File: src/rtl/add_serial_n.sv
// Digit-serial adder/subtractor. Each cycle processes one D-bit digit, LSB digit first,
// so an N-bit operation takes N/D cycles. Operands and result move over valid/ready handshakes.
module add_serial_n #(
    parameter int N = 16,
    parameter int D = 4
) (
    input  logic         clk,
    input  logic         rst_n,
    input  logic         in_valid,
    output logic         in_ready,
    input  logic [N-1:0] a,
    input  logic [N-1:0] b,
    input  logic         cin,
    input  logic         sub,
    output logic         out_valid,
    input  logic         out_ready,
    output logic [N-1:0] sum,
    output logic         cout,
    output logic         ovf
);
    // state | meaning
    // IDLE  | waiting for an operand set, in_ready high
    // RUN   | one digit per cycle through the D-bit carry chain
    // DONE  | result presented on sum/cout/ovf until out_ready

    localparam int ND = N / D;
    localparam int CW = (ND > 1) ? $clog2(ND) : 1;
    localparam logic [CW-1:0] LAST = CW'(ND - 1);

    if (D < 1 || D > N || (N % D) != 0) begin : g_param_check
        $error("add_serial_n: D must divide N and satisfy 1 <= D <= N");
    end

    typedef enum logic [1:0] {
        IDLE,
        RUN,
        DONE
    } state_t;

    state_t        state;
    logic [N-1:0]  a_sh;
    logic [N-1:0]  b_sh;
    logic          carry;
    logic [CW-1:0] cnt;

    logic [D:0]    digit;
    logic [N-1:0]  a_next;
    logic [N-1:0]  b_next;
    logic          ovf_digit;

    assign digit = {1'b0, a_sh[D-1:0]} + {1'b0, b_sh[D-1:0]} + (D+1)'(carry);

    // Carry into the digit MSB is recovered as a^b^s of that bit, so no separate
    // narrower adder is needed to find it; this also covers D=1.
    assign ovf_digit = a_sh[D-1] ^ b_sh[D-1] ^ digit[D-1] ^ digit[D];

    // The a register doubles as the result accumulator: consumed digits shift out
    // at the bottom while result digits enter at the top.
    if (D == N) begin : g_single
        assign a_next = digit[D-1:0];
        assign b_next = '0;
    end else begin : g_multi
        assign a_next = {digit[D-1:0], a_sh[N-1:D]};
        assign b_next = {{D{1'b0}}, b_sh[N-1:D]};
    end

    always_ff @(posedge clk or negedge rst_n) begin
        if (!rst_n) begin
            state     <= IDLE;
            in_ready  <= 1'b1;
            out_valid <= 1'b0;
            sum       <= '0;
            cout      <= 1'b0;
            ovf       <= 1'b0;
            a_sh      <= '0;
            b_sh      <= '0;
            carry     <= 1'b0;
            cnt       <= '0;
        end else begin
            case (state)
                IDLE: begin
                    if (in_valid && in_ready) begin
                        a_sh     <= a;
                        b_sh     <= b ^ {N{sub}};
                        carry    <= cin ^ sub;
                        cnt      <= '0;
                        in_ready <= 1'b0;
                        state    <= RUN;
                    end
                end
                RUN: begin
                    a_sh  <= a_next;
                    b_sh  <= b_next;
                    carry <= digit[D];
                    if (cnt == LAST) begin
                        sum       <= a_next;
                        cout      <= digit[D];
                        ovf       <= ovf_digit;
                        out_valid <= 1'b1;
                        state     <= DONE;
                    end else begin
                        cnt <= cnt + CW'(1);
                    end
                end
                DONE: begin
                    if (out_ready) begin
                        out_valid <= 1'b0;
                        in_ready  <= 1'b1;
                        state     <= IDLE;
                    end
                end
                default: begin
                    out_valid <= 1'b0;
                    in_ready  <= 1'b1;
                    state     <= IDLE;
                end
            endcase
        end
    end

endmodule

File: config.mk
export PLATFORM = sky130hd
export DESIGN_NAME = add_serial_n
export DESIGN_NICKNAME = d
export VERILOG_FILES = /design/src/rtl/add_serial_n.sv
export SDC_FILE = /design/constraint.sdc
export NUM_CORES = 1
export LEC_CHECK = 0
export BUFFER_PORTS_ARGS = -buffer_cell sky130_fd_sc_hd__buf_2
export CAP_MARGIN = 5
export CORE_AREA = 2 2 87 89
export CTS_CLUSTER_SIZE = 12
export DETAILED_ROUTE_END_ITERATION = 8
export DIE_AREA = 0 0 89 91
export GPL_TIMING_DRIVEN = 1
export SYNTH_ARGS = -nofsm -noshare
export SYNTH_HDL_FRONTEND = slang
export SYNTH_SLANG_ARGS = --single-unit
File: constraint.sdc
create_clock -name clk -period 1.86 [get_ports clk]
set_clock_uncertainty 0.05 [all_clocks]
set_input_delay 0.465 -clock clk [delete_from_list [all_inputs] [get_ports clk]]
set_output_delay 0.465 -clock clk [all_outputs]
set_load 0.01 [all_outputs]
==> flow_metrics.tcl, run 1 <==
set metrics [dict create \
    vias 2018 \
    synth_common_cells "dfrtp_1 (56), nor2_1 (44), nand2_1 (25), o21ai_0 (19), a21oi_1 (18)" \
    grt_pass1_wl_mm 9.34 \
    synthDistinctLibCells 33 \
    rsz0062_at_grt "yes" \
    cts_inserted_buffers 9 \
    fillCellCount 724 \
    arrival_ns 2.12 \
    dr.pass1.iters 4 \
    post-synth-top-count-cell "dfrtp_1" \
    gr-usage-met2_pct 21.3 \
    nNetsFinal 367 \
    synthFlopType "dfrtp_1" \
    p_per_area_nw_per_um2 1540 \
    netlist_instances 259 \
    stdcell_count 427 \
    diodes 0 \
    syn_to_final_growth_pct 22.3 \
    status "complete, but fails checks" \
    critPathKind "reg2reg" \
    peakVddDrop_mv 0.553 \
    grt_max_degree 30 \
    grtUsageTotal_pct 15.1 \
    antenna_found_initial 0 \
    io_buffers 57 \
    viasPerCell 4.73 \
    synthTopCellsByArea "dfrtp_1 (51%), nor2_1 (6.0%), mux2_2 (5.7%)" \
    cts.clk_slew.worst_paths_ns 0.07 \
    layout-drive-gt1-share_pct 36.6 \
    start_util_pct 38.7 \
    hold_viol 0 \
    ys_ff_latch 57 \
    rows 31 \
    endpoint_kind "flop" \
    io-pin-count 58 \
    syn_area_per_cell_um2 10.7 \
    slew_headroom_pct 69.2 \
    ys_async_sr_fraction_pct 100 \
    busiest_layer "met2" \
    start_kind "flop" \
    finalCriticalPeriod_ns 1.96 \
    crit_required_ns 2.02 \
    use_met1_pct 21.3 \
    gp_congestion 0.852 \
    clock_sinks 57 \
    antenna_left 0 \
    dieWidth_um 89 \
    drt_iter0_drc 66 \
    multi_input_area_um2 1200 \
    grt_overflow_total 0 \
    synth.top_cell.area_share_pct 50.8 \
    ff_latch_area_um2 1430 \
    dp_hpwl_mm 4.05 \
    setup_viol 2 \
    core-area_um2 7140 \
    max_cap_violations 0 \
    met3_usage_pct 4.82 \
    finalMaxSlewViolations 0 \
    drcViolationCount 0 \
    netlist_area_um2 2760 \
    crit_fanout 2 \
    fin_ws_ns -0.0997 \
    synth_edf_count 0 \
    die_y_um 91 \
    worst_slew_pin_slew_ns 0.460 \
    cts_tree "done" \
    clock_latency_ns 0.32 \
    ys_warn_count 0 \
    failed_checks "setup timing" \
    dp.cells 407 \
    finalCritPeriodShare_pct 105 \
    finalWirelength_mm 5.72 \
    ys_seq_area_share_pct 51.7 \
    setup_tns_ns -0.143 \
    holdCritPathClass "in2reg" \
    cts_buffer_depth 2 \
    grt_pass1_vias 1942 \
    cts-htree-levels 3 \
    wl_per_cell_um 13.4 \
    die_area_um2 8100 \
    root_buffer "clkbuf_8" \
    leakage_nw 1.55 \
    synth_top_cell_by_area "dfrtp_1" \
    place_ws_ns -0.116 \
    fmax_mhz 510 \
    syn-num-nets 303 \
]
placed cells by master, fill, tap and decap left out, types with 3 or more instances in the layout:
master | Yosys | routed
buf_2 | 7 | 57
dfrtp_1 | 56 | 56
nor2_1 | 44 | 44
nand2_1 | 25 | 25
o21ai_0 | 19 | 17
a21oi_1 | 18 | 16
mux2_2 | 14 | 14
xor2_1 | 14 | 14
clkbuf_8 | 0 | 13
buf_4 | 5 | 11
o22ai_2 | 10 | 10
xnor2_1 | 6 | 6
o22ai_1 | 6 | 6
ha_1 | 4 | 4
inv_1 | 3 | 3
cell families after synthesis:
kind of cell,synth area share [%]
simple gates,11.8
compound gates,15.5
flops,51.7
buf+inv,5.22
xor+xnor,6.35
mux,6.12
fa+ha+maj,3.27
path summary, 6_finish.rpt:
path	startpoint	endpoint	slack, ns	cells past startpoint
setup / recovery	a_sh[0]$_DFFE_PN0P_	ovf$_DFFE_PN0P_	-0.1	7
hold / removal	a[9]	a_sh[9]$_DFFE_PN0P_	0.34	3
setup reg to reg	a_sh[0]$_DFFE_PN0P_	ovf$_DFFE_PN0P_	-0.1	7
hold reg to reg	b_sh[11]$_DFFE_PN0P_	b_sh[11]$_DFFE_PN0P_	0.43	2
max in group asynchronous	rst_n	b_sh[13]$_DFFE_PN0P_	0.75	3
min in group asynchronous	rst_n	a_sh[14]$_DFFE_PN0P_	0.50	2
registers in the layout (all words and copies together) (netlist names), 2 cells and up:
register / flops
a_sh: 16
b_sh: 16
sum: 16
cnt: 2
state: 2
metal layers:
layer / wire length (um) / vias to the layer above
li1: - / 1001
met1: 2810 / 947
met2: 2500 / 64
met3: 336 / 6
met4: 78 / 0
met5: 0 / -
through the flow:
step	utilization [%]	total power [mW]	area, um2	hold WS [ns]
CTS	47.1	5.21	3360	0.327
global placement	44.1	4.01	3140	0.304
finish	47.3	5.18	3370	0.336
detailed placement	44.1	4.08	3140	0.306
floorplan	-	3.48	2770	0.119
global route	47.3	5.59	3370	0.319
area by class of cell:
| class | instances | share of cell area, % |
|---|---|---|
| tap | 99 | 3.67 |
| clock inverter | 2 | 0.297 |
| clock buffer | 14 | 5.42 |
| multi-input combinational | 181 | 35.6 |
| timing repair buffer | 71 | 12.4 |
| sequential | 57 | 42.3 |
| inverter | 3 | 0.334 |
timing repair:
item,in CTS,in global routing
buffers inserted,1,2
resized for setup,3,0
hold buffers,1,0
hold endpoints to repair,6,0
endpoints found under the setup margin,2,4
pin swaps,3,4
report_power, final:
part | switching [mW] | leakage [nW] | total [mW] | internal (mW)
Clock | 0.460 | 0.102 | 1.09 | 0.625
Sequential | 0.353 | 0.679 | 2.13 | 1.77
Combinational | 0.997 | 0.768 | 1.97 | 0.974
critical path: stages, from the launching register on:
cell and delay, ns:
dfrtp_1 0.40, fa_2 0.41, fa_2 0.36, a21o_1 0.17, a21oi_2 0.14, buf_4 0.13
xnor2_1 0.11, o21ai_1 0.07
Note: power is estimated with default switching activity, not from simulation.
==> run 2: changes to the inputs <==
==> constraint.sdc (replaced) <==
create_clock -name clk -period 1.86 [get_ports clk]
set_clock_uncertainty 0.05 [all_clocks]
set_input_delay 0.093 -clock clk [delete_from_list [all_inputs] [get_ports clk]]
set_output_delay 0.093 -clock clk [all_outputs]
set_load 0.01 [all_outputs]
==> run 2 against run 1 <==
The flow still finishes with violations (setup timing). Sequential share of layout area is 2.0 points lower. Die area stayed put. Flip-flop and latch count stayed put. First-iteration DRC count is 12% higher. Critical path depth is 1 lower. Highest routed layer unchanged. Register-to-register slack better by 0.03 ns. Non-clock buffer count is 14 higher. Total power is 2.8% higher. Maximum frequency is 1.5% higher. Worst hold slack worse by 0.32 ns. Sequential power hardly changed. Combinational power hardly changed.
==> flow_metrics.tcl, run 2 (synthesis results as in run 1) <==
set metrics [dict create \
    rsz0062_at_grt "yes" \
    worst_slew_pin_slew_ns 0.536 \
    grt_pass1_vias 2044 \
    cts.clk_slew.worst_paths_ns 0.06 \
    rows 31 \
    final_cell_mix "buf_2 (57), dfrtp_1 (56), nor2_1 (44)" \
    reg2reg_depth 6 \
    largest_registers "a_sh (16), b_sh (16), sum (16)" \
    critPathKind "reg2reg" \
    cts-htree-levels 3 \
    cts_tree "done" \
    max_cap_violations 0 \
    drt_iter0_drc 74 \
    gp_congestion 0.849 \
    root_buffer "clkbuf_8" \
    finalWirelength_mm 5.94 \
    grt_overflow_total 0 \
    fin_hold_ws_ns 0.0153 \
    setup_viol 2 \
    grt_max_degree 37 \
    place_ws_ns -0.0923 \
    vias 2043 \
    critPathSlowestCell "dfrtp_1" \
    regToRegSetupSlack_ns -0.07 \
    finalCritPeriodShare_pct 104 \
    failed_checks "setup timing" \
    grtUsageTotal_pct 15.8 \
    leakage_nw 1.61 \
    io-pin-count 58 \
    io_buffers 57 \
    fmax_mhz 518 \
    status "complete, but fails checks" \
    peakVddDrop_mv 0.712 \
    holdCritPathClass "in2reg" \
    setup_tns_ns -0.130 \
    regToRegStartpoint "carry$_DFFE_PN0P_" \
    clock_sinks 57 \
    dr.pass1.iters 4 \
    utilization_pct 49.6 \
    r2r-end "carry$_DFFE_PN0P_" \
    viasPerCell 4.63 \
    dieWidth_um 89 \
    start_kind "flop" \
    start_util_pct 38.7 \
    die_y_um 91 \
    syn_to_final_growth_pct 28.4 \
    core-area_um2 7140 \
    slew_headroom_pct 64.3 \
    fin_ws_ns -0.0704 \
    dp.cells 405 \
    finalCriticalPeriod_ns 1.93 \
    hold_viol 0 \
    crit_fanout 3 \
    finalMaxSlewViolations 0 \
    arrival_ns 2.09 \
    layout_commonest_cell "buf_2" \
    total_power_mw 5.32 \
    cts_inserted_buffers 9 \
    hold_path_end "a_sh[14]$_DFFE_PN0P_" \
    grt_pass1_wl_mm 9.83 \
    crit_top_cell "fa_2" \
    crit_chain "fa_2 > fa_2 > a21o_1 > a21oi_4 > a2bb2oi_2 > o21ai_1" \
    critPathBufInv 0 \
    die_area_um2 8100 \
    drcViolationCount 0 \
    max_stage_delay_ns 0.41 \
    cts_buffer_depth 2 \
    antenna_found_initial 0 \
    dp_hpwl_mm 4.03 \
    nNetsFinal 381 \
    critPathTopFamily "adder cells" \
    antenna_left 0 \
    hp-start "a[14]" \
    place_area_um2 3120 \
    wl_per_cell_um 13.5 \
    stdcell_count 441 \
    holdPathStages 3 \
    endpoint_kind "flop" \
    fin_area_um2 3540 \
    crit_required_ns 2.02 \
    p_per_area_nw_per_um2 1500 \
    clock_latency_ns 0.34 \
    layout-drive-gt1-share_pct 33.9 \
    diodes 0 \
]
-- run 2: layer usage --
layer | track usage [%] | up-vias | routed length, um
met5 | 0 | - | 0
met4 | 4.48 | 0 | 56
met3 | 6.27 | 5 | 386
met2 | 25.2 | 61 | 2740
met1 | 19.8 | 941 | 2750
li1 | - | 1036 | -
-- run 2: worst max-delay path by stage --
stage,endpoint,cells after the start,start
finish,carry$_DFFE_PN0P_,6,carry$_DFFE_PN0P_
global route,carry$_DFFE_PN0P_,6,carry$_DFFE_PN0P_
CTS,carry$_DFFE_PN0P_,6,a_sh[0]$_DFFE_PN0P_
detailed placement,carry$_DFFE_PN0P_,6,a_sh[0]$_DFFE_PN0P_
global placement,carry$_DFFE_PN0P_,6,a_sh[0]$_DFFE_PN0P_
floorplan,carry$_DFFE_PN0P_,6,a_sh[0]$_DFFE_PN0P_
-- run 2: power by group --
group | internal [mW] | switching (mW)
Sequential | 1.77 | 0.372
Clock | 0.728 | 0.479
Combinational | 0.974 | 1.00
Total | 3.47 | 1.85
-- run 2: repair_timing --
item | CTS | global route
endpoints found under the hold margin | 38 | 0
buffers inserted | 1 | 0
hold buffers | 19 | 0
cloned | 0 | 0
pin swaps | 2 | 4
resized for setup | 3 | 3
endpoints found under the setup margin | 2 | 6
-- run 2: final cells by class --
| cell class | count | area, um2 |
|---|---|---|
| Fill cell | 682 | 3590 |
| Sequential cell | 57 | 1430 |
| Multi-Input combinational cell | 181 | 1220 |
| Timing Repair Buffer | 85 | 556 |
| Clock buffer | 14 | 173 |
| Tap cell | 99 | 124 |
| Clock inverter | 2 | 35.0 |
| Inverter | 3 | 11.3 |
-- run 2: worst min-delay path, stage by stage --
cell and delay, ns:
buf_2 0.09, o22ai_1 0.07, a21oi_1 0.11
==> run 3: changes to the inputs <==
--- a/config.mk
+++ b/config.mk
@@ -7,10 +7,10 @@
 export LEC_CHECK = 0
 export BUFFER_PORTS_ARGS = -buffer_cell sky130_fd_sc_hd__buf_2
 export CAP_MARGIN = 5
-export CORE_AREA = 2 2 87 89
+export CORE_AREA = 2 2 99 101
 export CTS_CLUSTER_SIZE = 12
 export DETAILED_ROUTE_END_ITERATION = 8
-export DIE_AREA = 0 0 89 91
+export DIE_AREA = 0 0 101 103
 export GPL_TIMING_DRIVEN = 1
 export SYNTH_ARGS = -nofsm -noshare
 export SYNTH_HDL_FRONTEND = slang
==> run 3 against run 2 <==
Non-clock buffer count grew 5. Worst hold slack is essentially flat. Highest routed layer unchanged. Clock power grew 6%. The flow still finishes with violations (setup timing). Cell area grew 2.2%. First-iteration DRC count grew 19%. Critical path type unchanged. Sequential power is essentially flat. Total power grew 2.4%. Cell count grew 4.5%. Largest cell class unchanged. Die area grew 28%.
==> flow_metrics.tcl, run 3 (synthesis results as in run 1) <==
set metrics [dict create \
    dp_hpwl_mm 4.32 \
    setup_viol 5 \
    dp.cells 421 \
    fmax_mhz 524 \
    utilization_pct 38.3 \
    finalCriticalPeriod_ns 1.91 \
    vias 2099 \
    hold_viol 0 \
    max_stage_delay_ns 0.41 \
    p_per_area_nw_per_um2 1500 \
    layout-drive-gt1-share_pct 34.3 \
    dr.pass1.iters 6 \
    nNetsFinal 386 \
    io_buffers 57 \
    fin_hold_ws_ns 0.0149 \
    regToRegStartpoint "a_sh[0]$_DFFE_PN0P_" \
    diodes 0 \
    failed_checks "setup timing" \
    die_y_um 103 \
    critPathTopFamily "adder cells" \
    critPathLaunch "a_sh[0]$_DFFE_PN0P_" \
    clock_latency_ns 0.33 \
    place_ws_ns -0.116 \
    status "complete, but fails checks" \
    cts.clk_slew.worst_paths_ns 0.06 \
    largest_registers "a_sh (16), b_sh (16), sum (16)" \
    peakVddDrop_mv 0.491 \
    fin_ws_ns -0.0501 \
    core-area_um2 9460 \
    start_util_pct 29.2 \
    max_cap_violations 0 \
    critPathKind "reg2reg" \
    crit_fanout 3 \
    viasPerCell 4.55 \
    layout_commonest_cell "buf_2" \
    critical_path_depth 6 \
    cts_buffer_depth 2 \
    leakage_nw 1.64 \
    highest_layer "met4" \
    setup_tns_ns -0.128 \
    dieWidth_um 101 \
    stdcell_count 461 \
    worst_slew_pin_slew_ns 0.477 \
    grt_pass1_vias 2058 \
    met3_length_um 323 \
    gp_congestion 0.765 \
    holdCritPathClass "in2reg" \
    grt_max_degree 30 \
    grtUsageTotal_pct 12.7 \
    finalCritPeriodShare_pct 103 \
    dr_wl_met2_mm 2.87 \
    arrival_ns 2.07 \
    drt_iter0_drc 88 \
    syn_to_final_growth_pct 31.3 \
    grt_overflow_total 0 \
    critPathBufInv 0 \
    finalWirelength_mm 6.17 \
    clock_sinks 57 \
    cts-htree-levels 3 \
    rsz0062_at_grt "yes" \
    endpoint_kind "flop" \
    cts_tree "done" \
    io-pin-count 58 \
    antenna_left 0 \
    die_area_um2 10400 \
    critPathSlowestCell "fa_2" \
    crit_chain "fa_2 > fa_2 > a21o_1 > a21oi_4 > xnor2_1 > o21ai_1" \
    crit_top_cell "fa_2" \
    grt_pass1_wl_mm 10.1 \
    rows 36 \
    slew_headroom_pct 68.2 \
    holdPathStages 3 \
    crit_required_ns 2.02 \
    wl_per_cell_um 13.4 \
    finalMaxSlewViolations 0 \
    root_buffer "clkbuf_8" \
    drcViolationCount 0 \
    cts_inserted_buffers 9 \
    start_kind "flop" \
    final_cell_mix "buf_2 (57), dfrtp_1 (56), nor2_1 (44)" \
    antenna_found_initial 0 \
    hp-start "b[15]" \
    wl_met1_mm 2.88 \
    reg2reg_depth 6 \
]
==> run 3: cell types whose count changed in the layout (fill, tap and decap cells not counted), sizes merged <==
cell,previous run,this run
clkbuf,14,11
buf,66,69
bufinv,1,2
dlygate4sd3,19,21
clkinv,1,3
==> run 3: path summary, 6_finish.rpt <==
check / to / slack (ns)
hold reg to reg: sum[15]$_DFFE_PN0P_ / 0.43
max in group asynchronous: b_sh[7]$_DFFE_PN0P_ / 0.88
setup / recovery: ovf$_DFFE_PN0P_ / -0.05
setup reg to reg: ovf$_DFFE_PN0P_ / -0.05
hold / removal: b_sh[15]$_DFFE_PN0P_ / 0.01
min in group asynchronous: a_sh[6]$_DFFE_PN0P_ / 0.20
==> run 3: report_power, final <==
group,internal [mW],switching [mW],total (mW)
Sequential,1.77,0.367,2.14
Clock,0.789,0.491,1.28
Combinational,1.01,1.02,2.03
==> run 3: area by class of cell <==
cell class / count / area [um2]
clock inverters: 5 / 78.8
flip-flops and latches: 57 / 1430
repair buffers: 90 / 611
well taps: 114 / 143
fillers: 931 / 5840
inverters: 3 / 11.3
clock buffers: 11 / 141
multi-input cells: 181 / 1210
==> run 3: layer usage <==
layer,vias to the layer above,GRT usage (%)
met5,-,0
li1,1045,-
met1,986,16.4
met3,8,3.86
met4,0,4.37
met2,60,20.2
==> run 3: per-stage QoR <==
stage / power, mW / cell area (um2)
6_report: 5.45 / 3620
5_1_grt: 5.86 / 3620
4_1_cts: 5.47 / 3600
3_5_place_dp: 4.10 / 3160
3_3_place_gp: 4.03 / 3160
2_1_floorplan: 3.48 / 2770
==> run 3: worst register-to-register path, stage by stage (launching register included) <==
cell     delay [ns]
dfrtp_1        0.40
fa_2           0.41
fa_2           0.34
a21o_1         0.19
a21oi_4        0.17
xnor2_1        0.14
o21ai_1        0.08
==> run 3: repair_timing <==
| action | CTS | global route |
|---|---|---|
| setup endpoints to repair | 2 | 3 |
| hold endpoints to repair | 41 | 0 |
| setup buffers | 1 | 2 |
| hold buffers | 21 | 0 |
| pin swaps | 1 | 0 |
| gates resized for setup | 3 | 1 |
